### src/rtl/palette_arbiter.sv
// Arbitrates the single-port 32x8 palette RAM between renderer lookups and buffered CPU accesses.
// Optional feature: define PALETTE_GRAYSCALE_EN to mask render colour bytes with PPUMASK grayscale.
module palette_arbiter #(
  parameter int unsigned FIFO_DEPTH = 4,
  parameter int unsigned STARVE_MAX = 8
) (
  input  logic       clk,
  input  logic       reset_n,
  input  logic       render_req,
  input  logic [4:0] render_addr,
  output logic [7:0] render_data,
  output logic       render_valid,
  input  logic       grayscale,
  input  logic       cpu_wr_req,
  input  logic       cpu_rd_req,
  input  logic [4:0] cpu_addr,
  input  logic [7:0] cpu_wdata,
  output logic       cpu_wr_ack,
  output logic       cpu_rd_ack,
  output logic [7:0] cpu_rdata,
  output logic       fifo_full,
  output logic [4:0] mem_addr,
  output logic [7:0] mem_wdata,
  output logic       mem_we,
  input  logic [7:0] mem_rdata
);
  localparam int unsigned PW = $clog2(FIFO_DEPTH);
  localparam int unsigned SW = $clog2(STARVE_MAX + 1);

  typedef enum logic [1:0] {GRANT_RENDER, GRANT_WR, GRANT_RD, IDLE} grant_e;
  grant_e state, state_next;

  logic [4:0]    fifo_addr [FIFO_DEPTH];
  logic [7:0]    fifo_data [FIFO_DEPTH];
  logic [PW:0]   wr_ptr, rd_ptr;
  logic [SW-1:0] starve_cnt;
  logic          rd_blocked;
  logic          fifo_empty, rd_pending, cpu_pending, forced, rd_ok, pop, push;
  logic [7:0]    render_byte;

  function automatic logic [4:0] mirror(input logic [4:0] a);
    return (a[4] && a[1:0] == 2'b00) ? {1'b0, a[3:0]} : a;
  endfunction

  assign fifo_empty  = (wr_ptr == rd_ptr);
  assign fifo_full   = (wr_ptr[PW] != rd_ptr[PW]) && (wr_ptr[PW-1:0] == rd_ptr[PW-1:0]);
  assign rd_pending  = cpu_rd_req & ~rd_blocked;
  assign cpu_pending = ~fifo_empty | rd_pending;
  assign forced      = cpu_pending && (starve_cnt == SW'(STARVE_MAX));
  // A write arriving this cycle must land before any read so the read sees it.
  assign rd_ok       = rd_pending & fifo_empty & ~cpu_wr_req;
  assign pop         = (state_next == GRANT_WR);
  assign cpu_wr_ack  = cpu_wr_req & (~fifo_full | pop);
  assign push        = cpu_wr_ack;
  assign cpu_rd_ack  = (state == GRANT_RD);

`ifdef PALETTE_GRAYSCALE_EN
  assign render_byte = grayscale ? (mem_rdata & 8'h30) : mem_rdata;
`else
  logic unused_grayscale;
  assign unused_grayscale = grayscale;
  assign render_byte = mem_rdata;
`endif

  always_ff @(posedge clk or negedge reset_n) begin
    if (!reset_n) state <= GRANT_RENDER;
    else          state <= state_next;
  end

  always_comb begin
    state_next = IDLE;
    mem_addr   = '0;
    mem_wdata  = '0;
    mem_we     = 1'b0;
    if (forced && !fifo_empty)  state_next = GRANT_WR;
    else if (forced && rd_ok)   state_next = GRANT_RD;
    else if (render_req)        state_next = GRANT_RENDER;
    else if (!fifo_empty)       state_next = GRANT_WR;
    else if (rd_ok)             state_next = GRANT_RD;
    case (state_next)
      GRANT_RENDER: mem_addr = mirror(render_addr);
      GRANT_WR: begin
        mem_addr  = fifo_addr[rd_ptr[PW-1:0]];
        mem_wdata = fifo_data[rd_ptr[PW-1:0]];
        mem_we    = 1'b1;
      end
      GRANT_RD: mem_addr = mirror(cpu_addr);
      default: ;
    endcase
  end

  always_ff @(posedge clk) begin
    if (push) begin
      fifo_addr[wr_ptr[PW-1:0]] <= mirror(cpu_addr);
      fifo_data[wr_ptr[PW-1:0]] <= cpu_wdata;
    end
  end

  always_ff @(posedge clk or negedge reset_n) begin
    if (!reset_n) begin
      wr_ptr       <= '0;
      rd_ptr       <= '0;
      starve_cnt   <= '0;
      rd_blocked   <= 1'b0;
      render_valid <= 1'b0;
      render_data  <= '0;
      cpu_rdata    <= '0;
    end else begin
      if (push) wr_ptr <= wr_ptr + (PW+1)'(1);
      if (pop)  rd_ptr <= rd_ptr + (PW+1)'(1);
      if (state_next == GRANT_WR || state_next == GRANT_RD || !cpu_pending)
        starve_cnt <= '0;
      else if (starve_cnt != SW'(STARVE_MAX))
        starve_cnt <= starve_cnt + SW'(1);
      // One read per request: re-arm only once the CPU drops cpu_rd_req.
      if (state_next == GRANT_RD) rd_blocked <= 1'b1;
      else if (!cpu_rd_req)       rd_blocked <= 1'b0;
      render_valid <= (state_next == GRANT_RENDER);
      if (state_next == GRANT_RENDER) render_data <= render_byte;
      if (state_next == GRANT_RD)     cpu_rdata   <= mem_rdata;
    end
  end
endmodule

### config.mk
export PLATFORM = sky130hd
export DESIGN_NAME = palette_arbiter
export DESIGN_NICKNAME = d
export VERILOG_FILES = /design/src/rtl/palette_arbiter.sv
export SDC_FILE = /design/constraint.sdc
export NUM_CORES = 1
export LEC_CHECK = 0
export ABC_AREA = 1
export CAP_MARGIN = 10
export CORE_MARGIN = 2
export CORE_UTILIZATION = 50
export DETAILED_ROUTE_END_ITERATION = 8
export DONT_BUFFER_PORTS = 1
export PLACE_DENSITY = 0.76
export SLEW_MARGIN = 25
export SYNTH_ARGS = -nofsm -noshare
export SYNTH_HDL_FRONTEND = slang
export SYNTH_SLANG_ARGS = --single-unit
### constraint.sdc
create_clock -name clk -period 3 [get_ports clk]
set_clock_uncertainty 0.2 [all_clocks]
set_input_delay 0.6 -clock clk [delete_from_list [all_inputs] [get_ports clk]]
set_output_delay 0.6 -clock clk [all_outputs]
set_load 0.02 [all_outputs]
==> flow_metrics.env, run 1 <==
export IMPL_netlist_area_leader_share_pct=42.4
export IMPL_ios=66
export IMPL_grt_max_degree=34
export IMPL_critical_path_top_delay_family="simple AND/OR/NAND/NOR gates"
export IMPL_cp_slowest_stage_delay_ns=0.40
export IMPL_hold_viol_final=0
export IMPL_fillers=552
export IMPL_vias=2586
export IMPL_syn_inst=343
export IMPL_grt_usage_pct=19.6
export IMPL_fmax_ghz=0.329
export IMPL_cts_made_buffers=9
export IMPL_drive_gt1_share_pct=29.3
export IMPL_firstDrtPassIters=4
export IMPL_p_total_w=0.00460
export IMPL_dieArea_um2=8060
export IMPL_netlist_area_um2=3680
export IMPL_cts_path_max_buffers=2
export IMPL_grt_first_pass_wirelength_um=12300
export IMPL_cp_arrival_ns=2.24
export IMPL_drcViolationCount=0
export IMPL_grtUsageMet3_pct=6.04
export IMPL_pwr_share_comb_pct=42.9
export IMPL_async_flop_share_pct=36.6
export IMPL_clockRootBuffer="clkbuf_8"
export IMPL_synth_warnings=0
export IMPL_synth_edf_count=52
export IMPL_cts_sinks=82
export IMPL_ys_seq_area_share_pct=62.9
export IMPL_violations="setup timing"
export IMPL_port_buffers=0
export IMPL_swShare_pct=39.9
export IMPL_diodes=0
export IMPL_final_cell_mix="nand2_1, nor2_1, edfxtp_1"
export IMPL_start_kind="flip-flop"
export IMPL_syn2layout_area_growth_pct=22.9
export IMPL_wl_per_cell_um=16.3
export IMPL_cpMostUsedCell="nand2_1"
export IMPL_cap_violations=0
export IMPL_path_class="reg -> out"
export IMPL_final_antenna_net_count=0
export IMPL_totalWireLength_um=8130
export IMPL_worstSkewPairLatency_ns=0.35
export IMPL_pwr_density_cell_nw_per_um2=1020
export IMPL_fin_cells=498
export IMPL_first_global_vias=2648
export IMPL_yosys_top_cells_area="edfxtp_1, dfrtp_1, nand2_1, nor2_1, ha_1"
export IMPL_period_needed_ns=3.04
export IMPL_die_x_um=89.8
export IMPL_worstHoldStart="cpu_wdata[5]"
export IMPL_gp_congestion=0.772
export IMPL_p_int_w=0.00276
export IMPL_worstPathRequired_ns=2.20
export IMPL_initial_core_util_pct=51.3
export IMPL_pwr_share_seq_pct=38.7
export IMPL_power_share_clock_pct=18.4
export IMPL_die_y_um=89.8
export IMPL_clk_pin_slew_ns=0.09
export IMPL_crit_end="mem_addr[4]"
export IMPL_ff_latch_area_um2=2310
export IMPL_setup_ws_ns=-0.0384
export IMPL_crit_chain="inv_1, nand2_1, nand2_2, inv_2, nand3_4, nand2_2, nand2_1, nand2_4, ha_4, o211ai_1, nand2_1, inv_1, a21oi_2, buf_6"
export IMPL_htree_levels=3
export IMPL_cts_tree="built"
export IMPL_multi_input_area_um2=1310
export IMPL_met2_usage_pct=33.0
export IMPL_synth_main_ff_cell="edfxtp_1"
export IMPL_place_ws_ns=0.0690
export IMPL_gr_total_overflow=0
export IMPL_critical_path_depth=14
export IMPL_coreArea_um2=7180
export IMPL_fin_nets=439
export IMPL_r2r_end="fifo_addr[1][0]"
export IMPL_cp_max_fo=6
export IMPL_hold_class="in -> reg"
export IMPL_startpoint="wr_ptr[2]"
export IMPL_dpl_cell_count=461
export IMPL_setup_viol=5
export IMPL_rsz0062_at_grt="yes"
export IMPL_synthesis_nets=388
export IMPL_tightest_slew_ns=0.451
export IMPL_crit_reg2reg_launch="wr_ptr[1]"
export IMPL_yosys_area_top_type="edfxtp_1"
export IMPL_synth_seq_cells=82
export IMPL_rows=31
export IMPL_grt_use_met1_pct=23.9
export IMPL_p_sw_w=0.00183
export IMPL_busiest_layer="met2"
export IMPL_slew_violations=0
export IMPL_drt_iter0_drc=149
export IMPL_outcome="complete, but fails checks"
export IMPL_reg2regPathDepth=14
export IMPL_slew_headroom_pct=69.8
export IMPL_vias_per_cell=5.19
export IMPL_irDropWorstVdd_uv=541
export IMPL_avgSynthCellArea_um2=10.7
export IMPL_hold_depth=0
export IMPL_cpMaxStageDelayCell="dfrtp_1"
export IMPL_ys_types=27
export IMPL_dp_hpwl_um=4890
export IMPL_layout_commonest_cell="nand2_1"
export IMPL_leakagePower_nw=1.92
export IMPL_finalCritPeriodShare_pct=101
export IMPL_r2r_setup_slack_ns=0.15
export IMPL_crit_buf_inv=4
export IMPL_antenna_found_initial=0
export IMPL_endpoint_kind="output pin"
==> cells by family after synthesis <==
group                      count (synthesis)  share of synthesized area [%]
adders and majority gates                 13                           4.42
buffers and inverters                     48                           5.85
DFF                                       82                           62.9
and+or+nand+nor                          137                           15.1
xor gates and xnor gates                   7                           2.18
muxes                                      8                           2.45
AOI/OAI and AO/OA                         48                           7.18
==> worst min-delay path by stage <==
stage / to / slack, ns
CTS: fifo_data[3][0] / 0.13
finish: fifo_data[1][5] / 0.14
detailed placement: starve_cnt[2] / 0.11
global route: fifo_data[3][5] / 0.11
floorplan: cpu_rdata[0] / 0.10
global placement: starve_cnt[2] / 0.11
==> synthesized netlist by cell type (2+ instances only) <==
cell and instances:
a22o_1 4, nor2_1 58, nand3_1 8, o21ai_0 21, inv_1 32, nand2_1 67
a21oi_1 15, o21ai_1 5, edfxtp_1 52, inv_2 3, mux2_2 8, buf_6 2
buf_2 6, xor2_1 6, buf_4 3, ha_1 13, dfrtp_1 30
==> worst reg2reg max path, stage by stage, from the launching register on <==
cell and delay (ns):
dfrtp_2 0.45, nand2_1 0.13, nand2_4 0.10, nand2_2 0.09
nor2_2 0.05, nand2_2 0.08, nand2_1 0.07, nand2_2 0.14
ha_2 0.24, inv_1 0.08, nand4_4 0.12, nand2_4 0.06
buf_4 0.15, nor2_1 0.36, buf_4 0.25
==> area by class of cell <==
| class | instances | area share (%) |
|---|---|---|
| clock buffer | 11 | 3.38 |
| tap | 99 | 2.74 |
| multi-input combinational | 213 | 29.0 |
| clock inverter | 5 | 1.33 |
| sequential | 82 | 51.2 |
| timing repair buffer | 52 | 9.30 |
| inverter | 36 | 3.10 |
==> per-layer routing <==
layer	wire length [um]	up-vias
met5	0	-
met4	190	0
met3	439	21
met2	4280	90
met1	3210	1251
li1	-	1224
==> metrics by stage <==
step           utilization, %  area (um^2)  setup TNS, ns  hold slack (ns)
4_1_cts                  60.5         4340         -0.232            0.126
3_5_place_dp             55.1         3960              0            0.105
2_1_floorplan               -         3680              0            0.104
6_report                 63.0         4520         -0.127            0.137
5_1_grt                  63.0         4520         -0.983            0.106
3_3_place_gp             55.1         3960              0            0.105
==> flip-flops by register name, summed over array words and instances, names as in the netlist <==
signal        flops
fifo_addr        20
fifo_data        32
wr_ptr            3
rd_ptr            3
starve_cnt        4
state             2
render_data       8
render_valid      1
rd_blocked        1
cpu_rdata         8
==> power by group through the flow <==
stage                     clock, W  combinational [W]  sequential [W]
after floorplan                  0            0.00115         0.00175
after global placement           0            0.00150         0.00179
after detailed placement         0            0.00156         0.00180
after CTS                 0.000853            0.00175         0.00177
after global routing      0.000910            0.00216         0.00180
final                     0.000847            0.00197         0.00178
==> what timing repair did <==
item                       in CTS  in global routing
hold endpoints to repair       30                  0
setup endpoints to repair      14                 44
setup buffers                  11                  8
pin swaps                       9                 13
gates resized for setup        22                 30
hold buffers                    2                  0
Power figures use the tool's default switching activity.
==> run 2: changes to the inputs <==
--- a/config.mk
+++ b/config.mk
@@ -6,13 +6,13 @@
 export NUM_CORES = 1
 export LEC_CHECK = 0
 export ABC_AREA = 1
+export BUFFER_PORTS_ARGS = -buffer_cell sky130_fd_sc_hd__buf_4
 export CAP_MARGIN = 10
 export CORE_MARGIN = 2
 export CORE_UTILIZATION = 50
 export DETAILED_ROUTE_END_ITERATION = 8
-export DONT_BUFFER_PORTS = 1
-export PLACE_DENSITY = 0.76
-export SLEW_MARGIN = 25
+export PLACE_DENSITY = 0.84
 export SYNTH_ARGS = -nofsm -noshare
 export SYNTH_HDL_FRONTEND = slang
 export SYNTH_SLANG_ARGS = --single-unit
+export TNS_END_PERCENT = 10
==> run 2 against run 1 <==
  * Sequential cell count stayed put
  * Largest cell class unchanged
  * Combinational power is 36% higher
  * Die area stayed put
  * Sequential share of layout area is 6.2 points lower
  * Cell area is 14% higher
  * Sequential power is 6% lower
  * Cell count is 16% higher
  * Utilization is 8.7 points higher
  * Non-clock buffer count is 78 higher
  * The run still ends with setup timing left
==> flow_metrics.env, run 2 (same netlist as run 1, synthesis figures left out) <==
export IMPL_ios=66
export IMPL_first_global_vias=3272
export IMPL_tightest_slew_ns=0.775
export IMPL_cap_violations=0
export IMPL_vias=3101
export IMPL_rows=31
export IMPL_cpMostUsedCell="nand2_2"
export IMPL_cts_path_max_buffers=2
export IMPL_diodes=0
export IMPL_grt_first_pass_wirelength_um=15500
export IMPL_totalWireLength_um=10300
export IMPL_path_class="reg -> out"
export IMPL_outcome="complete, but fails checks"
export IMPL_setup_viol=15
export IMPL_p_sw_w=0.00206
export IMPL_drt_iter0_drc=261
export IMPL_grt_max_degree=34
export IMPL_clk_pin_slew_ns=0.09
export IMPL_violations="setup timing"
export IMPL_utilization_pct=71.7
export IMPL_fmax_ghz=0.312
export IMPL_hold_class="in -> reg"
export IMPL_power_share_clock_pct=15.7
export IMPL_crit_buf_inv=4
export IMPL_crit_chain="inv_1, nand2_1, nand2_2, inv_2, nand3_4, nand2_2, nand2_2, nand2_8, ha_4, a22o_1, inv_2, a21oi_2, buf_6"
export IMPL_worstSkewPairLatency_ns=0.36
export IMPL_slew_violations=0
export IMPL_final_antenna_net_count=0
export IMPL_port_buffers=64
export IMPL_worstPathRequired_ns=2.20
export IMPL_p_int_w=0.00310
export IMPL_grt_usage_pct=25.0
export IMPL_layout_commonest_cell="buf_4"
export IMPL_place_ws_ns=-0.0845
export IMPL_wl_per_cell_um=17.8
export IMPL_cts_sinks=82
export IMPL_drive_gt1_share_pct=41.9
export IMPL_gp_congestion=0.830
export IMPL_cts_made_buffers=9
export IMPL_hold_viol_final=0
export IMPL_dieArea_um2=8060
export IMPL_pwr_density_cell_nw_per_um2=1000
export IMPL_dp_hpwl_um=5170
export IMPL_die_y_um=89.8
export IMPL_syn2layout_area_growth_pct=39.9
export IMPL_cp_slowest_stage_delay_ns=0.43
export IMPL_rsz0062_at_grt="yes"
export IMPL_cp_max_fo=6
export IMPL_cts_tree="built"
export IMPL_period_needed_ns=3.20
export IMPL_final_cell_mix="buf_4, nand2_1, nor2_1"
export IMPL_largest_reg_flops=32
export IMPL_antenna_found_initial=0
export IMPL_pwr_share_seq_pct=32.4
export IMPL_initial_core_util_pct=51.3
export IMPL_cpMaxStageDelayCell="dfrtp_1"
export IMPL_vias_per_cell=5.38
export IMPL_drcViolationCount=0
export IMPL_firstDrtPassIters=5
export IMPL_htree_levels=3
export IMPL_setup_ws_ns=-0.202
export IMPL_die_x_um=89.8
export IMPL_slew_headroom_pct=48.3
export IMPL_fin_nets=517
export IMPL_fin_cells=576
export IMPL_fillers=433
export IMPL_start_kind="flip-flop"
export IMPL_dpl_cell_count=515
export IMPL_critical_path_top_delay_family="simple AND/OR/NAND/NOR gates"
export IMPL_endpoint_kind="output pin"
export IMPL_finalCritPeriodShare_pct=107
export IMPL_coreArea_um2=7180
export IMPL_swShare_pct=39.9
export IMPL_cp_arrival_ns=2.40
export IMPL_pwr_share_comb_pct=52.0
export IMPL_gr_total_overflow=0
export IMPL_leakagePower_nw=2.30
export IMPL_clockRootBuffer="clkbuf_8"
export IMPL_irDropWorstVdd_uv=567
-- run 2: cell types whose count changed in the layout (fill, tap and decap cells not counted), sizes merged --
| cell | change |
|---|---|
| bufinv | -1 |
| inv | -1 |
| buf | +78 |
| clkbuf | +1 |
| clkinvlp | +1 |
-- run 2: power by group through the flow --
stage / registers, W / clock network, W / logic, W
after global routing: 0.00170 / 0.000862 / 0.00287
after global placement: 0.00167 / 0 / 0.00183
final: 0.00167 / 0.000809 / 0.00268
after detailed placement: 0.00168 / 0 / 0.00190
after floorplan: 0.00175 / 0 / 0.00115
after CTS: 0.00165 / 0.000801 / 0.00236
-- run 2: through the flow --
step | hold slack [ns] | TNS, ns | area [um^2] | power (W)
floorplan | 0.104 | 0 | 3680 | 0.00290
global placement | 0.258 | 0 | 4360 | 0.00349
detailed placement | 0.259 | -2.00 | 4360 | 0.00358
CTS | 0.236 | -0.163 | 5020 | 0.00481
global route | 0.223 | -2.85 | 5150 | 0.00543
finish | 0.237 | -1.23 | 5150 | 0.00516
-- run 2: final timing paths --
path	from	endpoint	slack (ns)	cells after the start
min in group asynchronous	reset_n	starve_cnt[3]	0.50	2
worst max-delay path	rd_ptr[2]	mem_addr[1]	-0.20	13
worst max register to register	starve_cnt[1]	starve_cnt[1]	0.12	21
worst min register to register	cpu_rdata[6]	cpu_rdata[6]	0.28	2
max in group asynchronous	reset_n	rd_ptr[0]	1.78	2
worst min-delay path	cpu_wdata[2]	fifo_data[3][2]	0.24	1
-- run 2: final cells by class --
cell class / instances / area [um^2] / area share (%)
Tap cell: 99 / 124 / 2.41
Inverter: 36 / 140 / 2.72
Clock inverter: 4 / 30.0 / 0.583
Timing Repair Buffer: 130 / 1050 / 20.3
Multi-Input combinational cell: 213 / 1320 / 25.5
Clock buffer: 12 / 176 / 3.43
Sequential cell: 82 / 2320 / 45.0
-- run 2: what timing repair did --
item | in CTS | in global routing
buffers inserted | 40 | 5
hold buffers | 1 | 0
endpoints found under the setup margin | 40 | 29
gates resized for setup | 40 | 29
pin swaps | 10 | 12
endpoints found under the hold margin | 30 | 0
-- run 2: routing by layer --
layer / GRT usage [%] / part of all wire [%] / vias to the layer above
met2: 42.9 / 51 / 161
met5: 0 / 0 / -
met4: 16.9 / 5.9 / 0
met1: 27.2 / 37 / 1505
met3: 6.54 / 5.7 / 54
li1: - / - / 1381
